### config.mk
export PLATFORM = sky130hd
export DESIGN_NAME = load_store_unit
export DESIGN_NICKNAME = d
export VERILOG_FILES = /design/src/rtl/lsu_pkg.sv /design/src/rtl/lsu_lane_align.sv /design/src/rtl/load_store_unit.sv
export SDC_FILE = /design/constraint.sdc
export NUM_CORES = 1
export LEC_CHECK = 0
export CAP_MARGIN = 20
export CORE_MARGIN = 2
export CORE_UTILIZATION = 42
export CTS_CLUSTER_DIAMETER = 40
export DETAILED_ROUTE_END_ITERATION = 12
export GPL_TIMING_DRIVEN = 0
export PLACE_DENSITY = 0.77
export SETUP_SLACK_MARGIN = 0.1
export SLEW_MARGIN = 25
export SYNTH_ARGS = -nofsm -noshare
export SYNTH_HDL_FRONTEND = slang
export SYNTH_SLANG_ARGS = --single-unit
### constraint.sdc
create_clock -name clk -period 2.35 [get_ports clk]
set_input_delay 0.3525 -clock clk [delete_from_list [all_inputs] [get_ports clk]]
set_output_delay 0.3525 -clock clk [all_outputs]
set_load 0.02 [all_outputs]
### src/rtl/lsu_pkg.sv
// Shared types and helpers for the load/store unit.
package lsu_pkg;

    localparam int unsigned SIZE_W  = 2;
    localparam int unsigned LANE_W  = 8;
    localparam int unsigned WORD_W  = 32;

    // Access size as encoded on req_size; 2'b11 is reserved/illegal.
    typedef enum logic [SIZE_W-1:0] {
        BYTE = 2'b00,
        HALF = 2'b01,
        WORD = 2'b10
    } lsu_size_e;

    typedef enum logic [1:0] {
        IDLE  = 2'b00,
        LOAD  = 2'b01,
        STORE = 2'b10,
        RESP  = 2'b11
    } lsu_state_e;

    // True when the access cannot be served by one aligned word access.
    function automatic logic is_misaligned(input logic [SIZE_W-1:0] size,
                                           input logic [1:0]        addr_lo);
        logic bad;
        case (size)
            2'b00:   bad = 1'b0;
            2'b01:   bad = addr_lo[0];
            2'b10:   bad = (addr_lo != 2'b00);
            default: bad = 1'b1;
        endcase
        return bad;
    endfunction

endpackage

### src/rtl/lsu_lane_align.sv
// Lane extraction for loads and lane merging for stores on a 32-bit word.
module lsu_lane_align
    import lsu_pkg::*;
(
    input  lsu_size_e          size,
    input  logic               is_signed,
    input  logic [1:0]         addr_lo,
    input  logic [WORD_W-1:0]  rd_word,
    input  logic [WORD_W-1:0]  wdata,
    output logic [WORD_W-1:0]  load_data,
    output logic [WORD_W-1:0]  store_word
);

    logic [4:0]          bit_off;
    logic [LANE_W-1:0]   byte_lane;
    logic [2*LANE_W-1:0] half_lane;

    assign bit_off = {addr_lo, 3'b000};

    // Select the addressed byte and halfword lanes of the read word.
    always_comb begin
        byte_lane = rd_word[bit_off +: LANE_W];
        half_lane = addr_lo[1] ? rd_word[31:16] : rd_word[15:0];
    end

    // Extend the selected lane for loads; splice store data into the read word.
    always_comb begin
        load_data  = rd_word;
        store_word = wdata;
        case (size)
            BYTE: begin
                load_data  = {{24{is_signed & byte_lane[7]}}, byte_lane};
                store_word = rd_word;
                store_word[bit_off +: LANE_W] = wdata[7:0];
            end
            HALF: begin
                load_data  = {{16{is_signed & half_lane[15]}}, half_lane};
                store_word = rd_word;
                if (addr_lo[1]) begin
                    store_word[31:16] = wdata[15:0];
                end else begin
                    store_word[15:0] = wdata[15:0];
                end
            end
            default: begin
                load_data  = rd_word;
                store_word = wdata;
            end
        endcase
    end

endmodule

### src/rtl/load_store_unit.sv
// Byte/half/word load-store controller in front of a word-only memory.
module load_store_unit
    import lsu_pkg::*;
#(
    parameter int unsigned ADDR_W = 4,
    parameter int unsigned DATA_W = 32
) (
    input  logic              clk,
    input  logic              rst,
    input  logic              req_valid,
    output logic              req_ready,
    input  logic              req_we,
    input  logic [1:0]        req_size,
    input  logic              req_signed,
    input  logic [ADDR_W+1:0] req_addr,
    input  logic [DATA_W-1:0] req_wdata,
    output logic              resp_valid,
    input  logic              resp_ready,
    output logic [DATA_W-1:0] resp_rdata,
    output logic              resp_err,
    output logic [ADDR_W-1:0] mem_rd_addr,
    input  logic [DATA_W-1:0] mem_rd_data,
    output logic [ADDR_W-1:0] mem_wr_addr,
    output logic              mem_wr_en,
    output logic [DATA_W-1:0] mem_wr_data
);

    lsu_state_e        state;
    logic [1:0]        lat_size;
    logic              lat_signed;
    logic [ADDR_W+1:0] lat_addr;
    logic [DATA_W-1:0] lat_wdata;

    logic [ADDR_W-1:0] word_addr;
    logic [DATA_W-1:0] load_data;
    logic [DATA_W-1:0] store_word;

    assign word_addr = lat_addr[ADDR_W+1:2];

    lsu_lane_align u_lane_align (
        .size       (lsu_size_e'(lat_size)),
        .is_signed  (lat_signed),
        .addr_lo    (lat_addr[1:0]),
        .rd_word    (mem_rd_data),
        .wdata      (lat_wdata),
        .load_data  (load_data),
        .store_word (store_word)
    );

    // Request FSM: latch on accept, one access cycle, hold response until consumed.
    always_ff @(posedge clk) begin
        if (rst) begin
            state      <= IDLE;
            lat_size   <= 2'b00;
            lat_signed <= 1'b0;
            lat_addr   <= '0;
            lat_wdata  <= '0;
            resp_rdata <= '0;
            resp_err   <= 1'b0;
        end else begin
            case (state)
                IDLE: begin
                    if (req_valid) begin
                        lat_size   <= req_size;
                        lat_signed <= req_signed;
                        lat_addr   <= req_addr;
                        lat_wdata  <= req_wdata;
                        if (is_misaligned(req_size, req_addr[1:0])) begin
                            resp_err <= 1'b1;
                            state    <= RESP;
                        end else if (req_we) begin
                            state <= STORE;
                        end else begin
                            state <= LOAD;
                        end
                    end
                end
                LOAD: begin
                    resp_rdata <= load_data;
                    state      <= RESP;
                end
                STORE: begin
                    state <= RESP;
                end
                RESP: begin
                    if (resp_ready) begin
                        resp_rdata <= '0;
                        resp_err   <= 1'b0;
                        state      <= IDLE;
                    end
                end
                default: begin
                    state <= IDLE;
                end
            endcase
        end
    end

    assign req_ready  = (state == IDLE);
    assign resp_valid = (state == RESP);

    // Memory port: address only during the access cycle; write gated by reset.
    always_comb begin
        mem_rd_addr = '0;
        mem_wr_addr = '0;
        mem_wr_data = '0;
        mem_wr_en   = 1'b0;
        case (state)
            LOAD: begin
                mem_rd_addr = word_addr;
            end
            STORE: begin
                mem_rd_addr = word_addr;
                mem_wr_addr = word_addr;
                mem_wr_data = store_word;
                mem_wr_en   = ~rst;
            end
            default: begin
                mem_rd_addr = '0;
            end
        endcase
    end

endmodule

Word-level counts from Yosys, hierarchy flattened. Index checks and enable logic that the tools add are counted.

Equal/unequal tests: 9. Shifts and indexed selects: 3. Bitwise logic cells: 3. Add/sub/neg operators: 1. Multiplexer cells: 25. Reduce and logical (&&, ||, !) cells: 11.

Operators with widths (number): 32-bit one-hot mux with 2 select lines (3); 32-bit 2-to-1 mux (2); 16-bit 2-to-1 mux (3); 32-bit bitwise mux (1); 8-bit by 7-bit variable shift with 32-bit output, first input constant (1); 32-bit by 6-bit indexed part select with 8-bit output (1); 8-bit by 7-bit indexed part select with 32-bit output (1); 2-bit 2-to-1 mux (4); 4-bit 2-to-1 mux (2); 1-bit 2-to-1 mux (7); 5-bit negator with 7-bit output (1); 2-bit by 1-bit equality test with 1-bit output, second input constant (3); 2-bit equality test, second input constant (3); 2-bit logical NOT (3); 2-bit one-hot mux with 3 select lines (1); 2-bit AND reduction (3); 2-bit nonzero test (3); 2-bit by 1-bit != test with 1-bit output, second input constant (2); 4-bit AND reduction (1); 1-bit one-hot mux with 3 select lines (1); 1-bit AND (2); 2-bit != test, second input constant (1); 1-bit one-hot mux with 2 select lines (1); 2-bit OR reduction (1); 1-bit inverter (1).

Bits of input ports: 78. Register bits after elaboration: 76. Logic and storage cells: 59. Output and inout port bits: 76.

Logic depth before layout (Yosys ltp). Gate-level depths: netlist of the first run.

Depth after elaboration: 8. Depth in mapped cells: 9. Mapped depth without buffers: 6.

By module. From an unflattened synthesis of the first run, not the netlist that was laid out.

Cell total of the unflattened synthesis: 591. Area total of the unflattened synthesis: 4583.1 um^2.

Modules (own cells, without submodules): load_store_unit (times used 1, seq. area each 1521.5 um^2, area an instance 3056.7 um^2, cells each 357); lsu_lane_align (times used 1, seq. area each 0.0 um^2, area an instance 1526.5 um^2, cells each 234).

Least setup slack after synthesis of the first run. OpenSTA, ideal clock, no wires.

Kind: flip-flop to output port. Start: reg lat_addr[0]. End: out mem_wr_data[13]. Arrival: 2.280 ns. Stages on the path, launching flop included: 10. Path buffers: 3. Data required time: 1.997 ns. Setup slack: -0.283 ns. Path through: dfxtp_1 > buf_2 > buf_2 > inv_1 > ha_1 > and4b_1 > clkbuf_1 > a22o_1 > nand2_1 > a21boi_0.

Longest elaborated chain between the ends: 5. Elaborated cells between the ends (all ways): 6. Those cells by class: add/sub (1); shift (2); mux (3).

RTL lines: from (decl) (line load_store_unit.sv:31) `logic [ADDR_W+1:0] lat_addr;`; from (signal assigned) (line load_store_unit.sv:66) `lat_addr <= req_addr;`; 5-bit negator with 7-bit output (*) (line lsu_lane_align.sv:34) `store_word[bit_off +: LANE_W] = wdata[7:0];`; 8-bit by 7-bit indexed part select with 32-bit output / 8-bit by 7-bit variable shift with 32-bit output (equally long branches) (line lsu_lane_align.sv:34); 32-bit bitwise mux (*) (line lsu_lane_align.sv:34); 32-bit one-hot mux with 2 select lines (*) (line lsu_lane_align.sv:30) `case (size)`; 32-bit 2-to-1 mux (*) (line load_store_unit.sv:108) `case (state)`; to (decl) (line load_store_unit.sv:25) `output logic [DATA_W-1:0] mem_wr_data`.

Mark *: on every way between the ends. The rest lies on a longest branch, timed or not.

Worst setup path in the final report of the first run.
Start: reg lat_addr[0]. End: out mem_wr_data[12].

The elaborated chain is that of the path after synthesis.

==> results.toml, run 1 <==
[synth]
synth_edf_count = 0
synth_top_area_frac = 0.325
syn_avg_cell_area_um2 = 8.01
netlist_area_um2 = 4680
synth_ff_type = "dfxtp_1"
syn_nets = 672
yosysMostFrequentCell = "nand2_1"
synth_area_leader_cell = "dfxtp_1"
synth_cell_types = 49
synth.area.top_cells = "dfxtp_1, a21oi_1, nand2_1"
synth_seq_cells = 76
netlist_instances = 585
yosysWarnings = 0
synthArstFlopShare = 0
synthTopCellsByCount = "nand2_1, a21oi_1, dfxtp_1, a22oi_1, clkbuf_1"
ys_seq_area_frac = 0.325

[clock_network]
htree_num_levels = 3
clkLatencyLatePin_ps = 390
hold_buffers = 0
root_buffer = "clkbuf_8"
clkTransAtPathRegs_ps = 80
cts_buffers = 9
cts_sinks = 76
cts_tree = "done"
clk_path_buf_depth = 2

[detailed_routing]
drtPass1Iterations = 6
vias = 5451
drc_errors = 0
ant_nets = 0
dr.first_iter.drc_count = 418
wire_per_inst_um = 21.7
viasPerCell = 6.04
drt_wl_total_um = 19600

[critical_path]
crit_fanout = 8
path_common_cell = "buf_8"
crit_arrival_ps = 2360
crit_type = "flip-flop to output pin"
path_cells = "buf_8 -> buf_12 -> clkinvlp_4 -> ha_4 -> and4b_1 -> buf_8 -> a22o_1 -> a222oi_1 -> nor2b_2 -> buf_6"
cp_slowest_cell = "dfxtp_2"
crit_path_max_incr_delay_ps = 360
cp-end-kind = "output pin"
cp-start-kind = "flip-flop"
worst_ep_required_time_ps = 2000

[placement]
pre_cts_slack_ps = -750
gp_congestion = 0.936
dp.cells = 878
dp_hpwl_um = 14800
port_buffers = 153

[final_layout]
fillCellCount = 973
fin_util = 0.646
layout.cells.non_filler = 903
finalNetCount = 845
regArea_um2 = 1530
multiInputGateArea_um2 = 3120
area_growth_pct = 49.6
drive_gt1_frac = 0.208
num_antenna_cells = 0

[worst_hold_path]
min_path_type = "flip-flop to flip-flop"

[global_route]
grt_pass1_vias = 5426
grt_usage = 0.333
grt_pass1_wl_um = 29700
globalRouteOverflowTotal = 0
grt_antenna_before_repair = 0
grt_max_degree = 16

[timing]
fmax_ghz = 0.368
finalSetupViolCount = 32
drv_slew = 0
rsz0062_at_grt = "true"
worst_pin_slew_ps = 669
slew_headroom = 0.554
period_minus_slack_ps = 2720
clock_skew_ps = 17.7
finalCritPeriodShare = 1.16
hold_viol = 0
fin_ws_ps = -365

[die]
core-area_um2 = 10800
ios = 154
fp-row-count = 38
fp.dieW_um = 110
die_area_um2 = 12000
start_util = 0.432
fp.dieH_um = 110

[pwr]
cellLeakagePower_uw = 0.00258
peakVddDrop_mv = 0.530
power.density_nw_per_um2 = 882

[run]
drv_cap = 0

[status]
status = "finished, violations left"
violations = "setup timing"
==> through the flow <==
step                area, um2  hold slack, ps  power [uW]  setup TNS [ps]
detailed placement       6480             444        4720          -21780
global placement         6480             438        4670          -21220
finish                   7010             458        6180           -9130
floorplan                4770             437        3530               0
global route             7010             482        6480          -11230
CTS                      6960             461        6070           -8670
==> layout make-up <==
| type | count | share of cell area |
|---|---|---|
| sequential | 76 | 0.218 |
| timing repair buffer | 163 | 0.225 |
| tap | 140 | 0.0250 |
| clock buffer | 9 | 0.0177 |
| multi-input combinational | 441 | 0.445 |
| clock inverter | 7 | 0.0118 |
| inverter | 16 | 0.0107 |
| buffer | 51 | 0.0466 |
==> registers in the layout, indices dropped and copies added, names as in the netlist <==
name	cells
resp_rdata	32
lat_wdata	32
lat_size	2
lat_signed	1
lat_addr	6
state	2
resp_err	1
==> layer usage <==
metal,routed length (um),up-vias,track usage
met5,0,-,0
met3,1720,52,0.0522
li1,-,2497,-
met2,9170,296,0.551
met1,8040,2606,0.418
met4,654,0,0.169
==> worst paths after layout <==
kind                       from              end  slack, ps  cells past startpoint
setup / recovery    lat_addr[0]  mem_wr_data[12]       -370                     10
hold / removal    resp_rdata[2]    resp_rdata[2]        460                      2
setup reg to reg       state[1]    resp_rdata[0]        270                      6
hold reg to reg   resp_rdata[2]    resp_rdata[2]        460                      2
==> worst max-delay path: cells and delay by family (launching register included) <==
| family | cells | cell delay [ps] |
|---|---|---|
| adders and majority gates | 1 | 250 |
| buffers and inverters | 5 | 600 |
| DFF | 1 | 360 |
| AOI/OAI and AO/OA | 2 | 500 |
| and+or+nand+nor | 2 | 270 |
==> power breakdown <==
part	total, uW	switching (uW)	internal (uW)
registers	1750	239	1510
clock network	1090	583	507
logic	3330	1850	1490
==> cells in the final DEF (no fill, tap or decap), types with 20 or more instances in the layout <==
cell type and n:
a21oi_1 86, buf_4 24, clkdlybuf4s50_1 112, nor2b_2 23, nor2_1 22, a221o_1 21
nand2_1 96, mux2i_1 21, clkbuf_1 24, buf_6 20, dfxtp_1 73
==> cells by family (layout without fill, tap and decap cells) <==
logic type / Yosys count / in the layout / synth area share
compound gates: 213 / 213 / 0.311
fa+ha+maj: 9 / 9 / 0.0240
buf+inv: 68 / 246 / 0.0612
flops: 76 / 76 / 0.325
mux: 31 / 31 / 0.0839
simple gates: 188 / 188 / 0.195
==> timing repair <==
item / 4_1_cts / 5_1_grt
buffers inserted: 9 / 1
resized for setup: 245 / 12
endpoints found under the setup margin: 41 / 43
pin swaps: 17 / 15
No activity file was read; power rests on OpenSTA's default activity.
==> run 2: changes to the inputs <==
- GPL_ROUTABILITY_DRIVEN: not set -> 0
==> run 2 against run 1 <==
  * The run still ends with setup timing left
  * Utilization barely moved
  * Cell area barely moved
  * First-iteration DRC count rose by 27%
  * Combinational power barely moved
  * Via count rose by 1.7%
  * Hold slack got worse by 1.6 ps
  * Critical endpoint is now mem_wr_data[15]
==> results.toml, run 2 (same netlist as run 1, synthesis figures left out) <==
[status]
status = "finished, violations left"
violations = "setup timing"

[die]
fp.dieH_um = 110
ios = 154
start_util = 0.432
fp.dieW_um = 110
core-area_um2 = 10800
die_area_um2 = 12000
fp-row-count = 38

[critical_path]
cp-end-kind = "output pin"
crit_fanout = 8
crit_arrival_ps = 2390
worst_ep_required_time_ps = 2000
crit_type = "flip-flop to output pin"
cp-start-kind = "flip-flop"

[timing]
finalCritPeriodShare = 1.17
slew_headroom = 0.567
finalSetupViolCount = 32
worst_pin_slew_ps = 650
clock_skew_ps = 12.8
rsz0062_at_grt = "true"
drv_slew = 0
setup_tns_ps = -9420
hold_viol = 0
period_minus_slack_ps = 2740
fin_ws_ps = -392
fmax_ghz = 0.365

[final_layout]
area_growth_pct = 49.7
most-common-layout-cells = "clkdlybuf4s50_1, nand2_1, a21oi_1, dfxtp_1, buf_6"
fillCellCount = 940
fin_area_um2 = 7010
num_antenna_cells = 0
finalNetCount = 847
reg.largest.list = "lat_wdata (32), resp_rdata (32), lat_addr (6)"
layout.cells.non_filler = 904
layout_commonest_cell = "clkdlybuf4s50_1"
drive_gt1_frac = 0.207

[placement]
dp.cells = 878
placed_area_um2 = 6480
port_buffers = 153
dp_hpwl_um = 13900

[pwr]
peakVddDrop_mv = 0.340
power.density_nw_per_um2 = 871
p_total_uw = 6110
cellLeakagePower_uw = 0.00259

[detailed_routing]
drtPass1Iterations = 7
vias = 5544
drt_wl_total_um = 18800
ant_nets = 0
viasPerCell = 6.13
drc_errors = 0
wire_per_inst_um = 20.7
dr.first_iter.drc_count = 532

[global_route]
globalRouteOverflowTotal = 0
grt_usage = 0.314
grt_pass1_vias = 5442
grt_pass1_wl_um = 28400
grt_antenna_before_repair = 0
grt_max_degree = 13

[worst_hold_path]
min_path_type = "flip-flop to flip-flop"

[clock_network]
cts_sinks = 76
clk_path_buf_depth = 2
clkTransAtPathRegs_ps = 80
root_buffer = "clkbuf_8"
cts_tree = "done"
hold_buffers = 0
clkLatencyLatePin_ps = 380
cts_buffers = 9
htree_num_levels = 3

[run]
drv_cap = 0
==> run 2: layout make-up <==
class | count | area [um2] | area share
Sequential cell | 76 | 1530 | 0.218
Multi-Input combinational cell | 441 | 3130 | 0.447
Buffer | 52 | 299 | 0.0427
Clock inverter | 4 | 50.0 | 0.00714
Inverter | 16 | 71.3 | 0.0102
Timing Repair Buffer | 164 | 1610 | 0.230
Clock buffer | 11 | 141 | 0.0202
Tap cell | 140 | 175 | 0.0250
==> run 2: timing repair <==
action,4_1_cts,5_1_grt
setup endpoints to repair,41,42
buffers inserted,10,1
resized for setup,237,29
hold endpoints to repair,0,0
pin swaps,18,21
==> run 2: through the flow <==
step	hold slack, ps	utilization	setup slack (ps)
after floorplan	437	-	103
after global placement	446	0.598	-639
after detailed placement	443	0.598	-688
after CTS	454	0.639	-350
after global routing	487	0.647	-459
final	457	0.647	-392
==> run 2: worst max-delay path: stages (launching register included) <==
cell and delay [ps]:
dfxtp_2 340, buf_6 110, buf_12 100, clkinvlp_4 130
ha_4 270, and4b_1 190, clkbuf_8 150, a22o_1 180
a222oi_1 280, nor2b_2 120, buf_6 150
==> run 2: path summary, 6_finish.rpt <==
kind | startpoint | to | slack [ps] | depth (start not counted)
worst max-delay path | lat_addr[0] | mem_wr_data[15] | -390 | 10
worst min-delay path | resp_rdata[5] | resp_rdata[5] | 460 | 2
worst max register to register | state[0] | resp_rdata[0] | 230 | 5
worst min register to register | resp_rdata[5] | resp_rdata[5] | 460 | 2
==> run 2: routing by layer <==
| metal | global-route usage | up-vias | part of all wire |
|---|---|---|---|
| met2 | 0.513 | 373 | 0.46 |
| li1 | - | 2495 | - |
| met5 | 0 | - | 0 |
| met1 | 0.381 | 2587 | 0.37 |
| met4 | 0.191 | 0 | 0.057 |
| met3 | 0.0605 | 89 | 0.12 |
==> run 2: report_power, final <==
| part | leakage, uW | switching [uW] | total (uW) | internal (uW) |
|---|---|---|---|---|
| Combinational | 0.00188 | 1850 | 3330 | 1480 |
| Sequential | 0.000621 | 235 | 1750 | 1520 |
| Clock | 0.0000914 | 514 | 1030 | 512 |
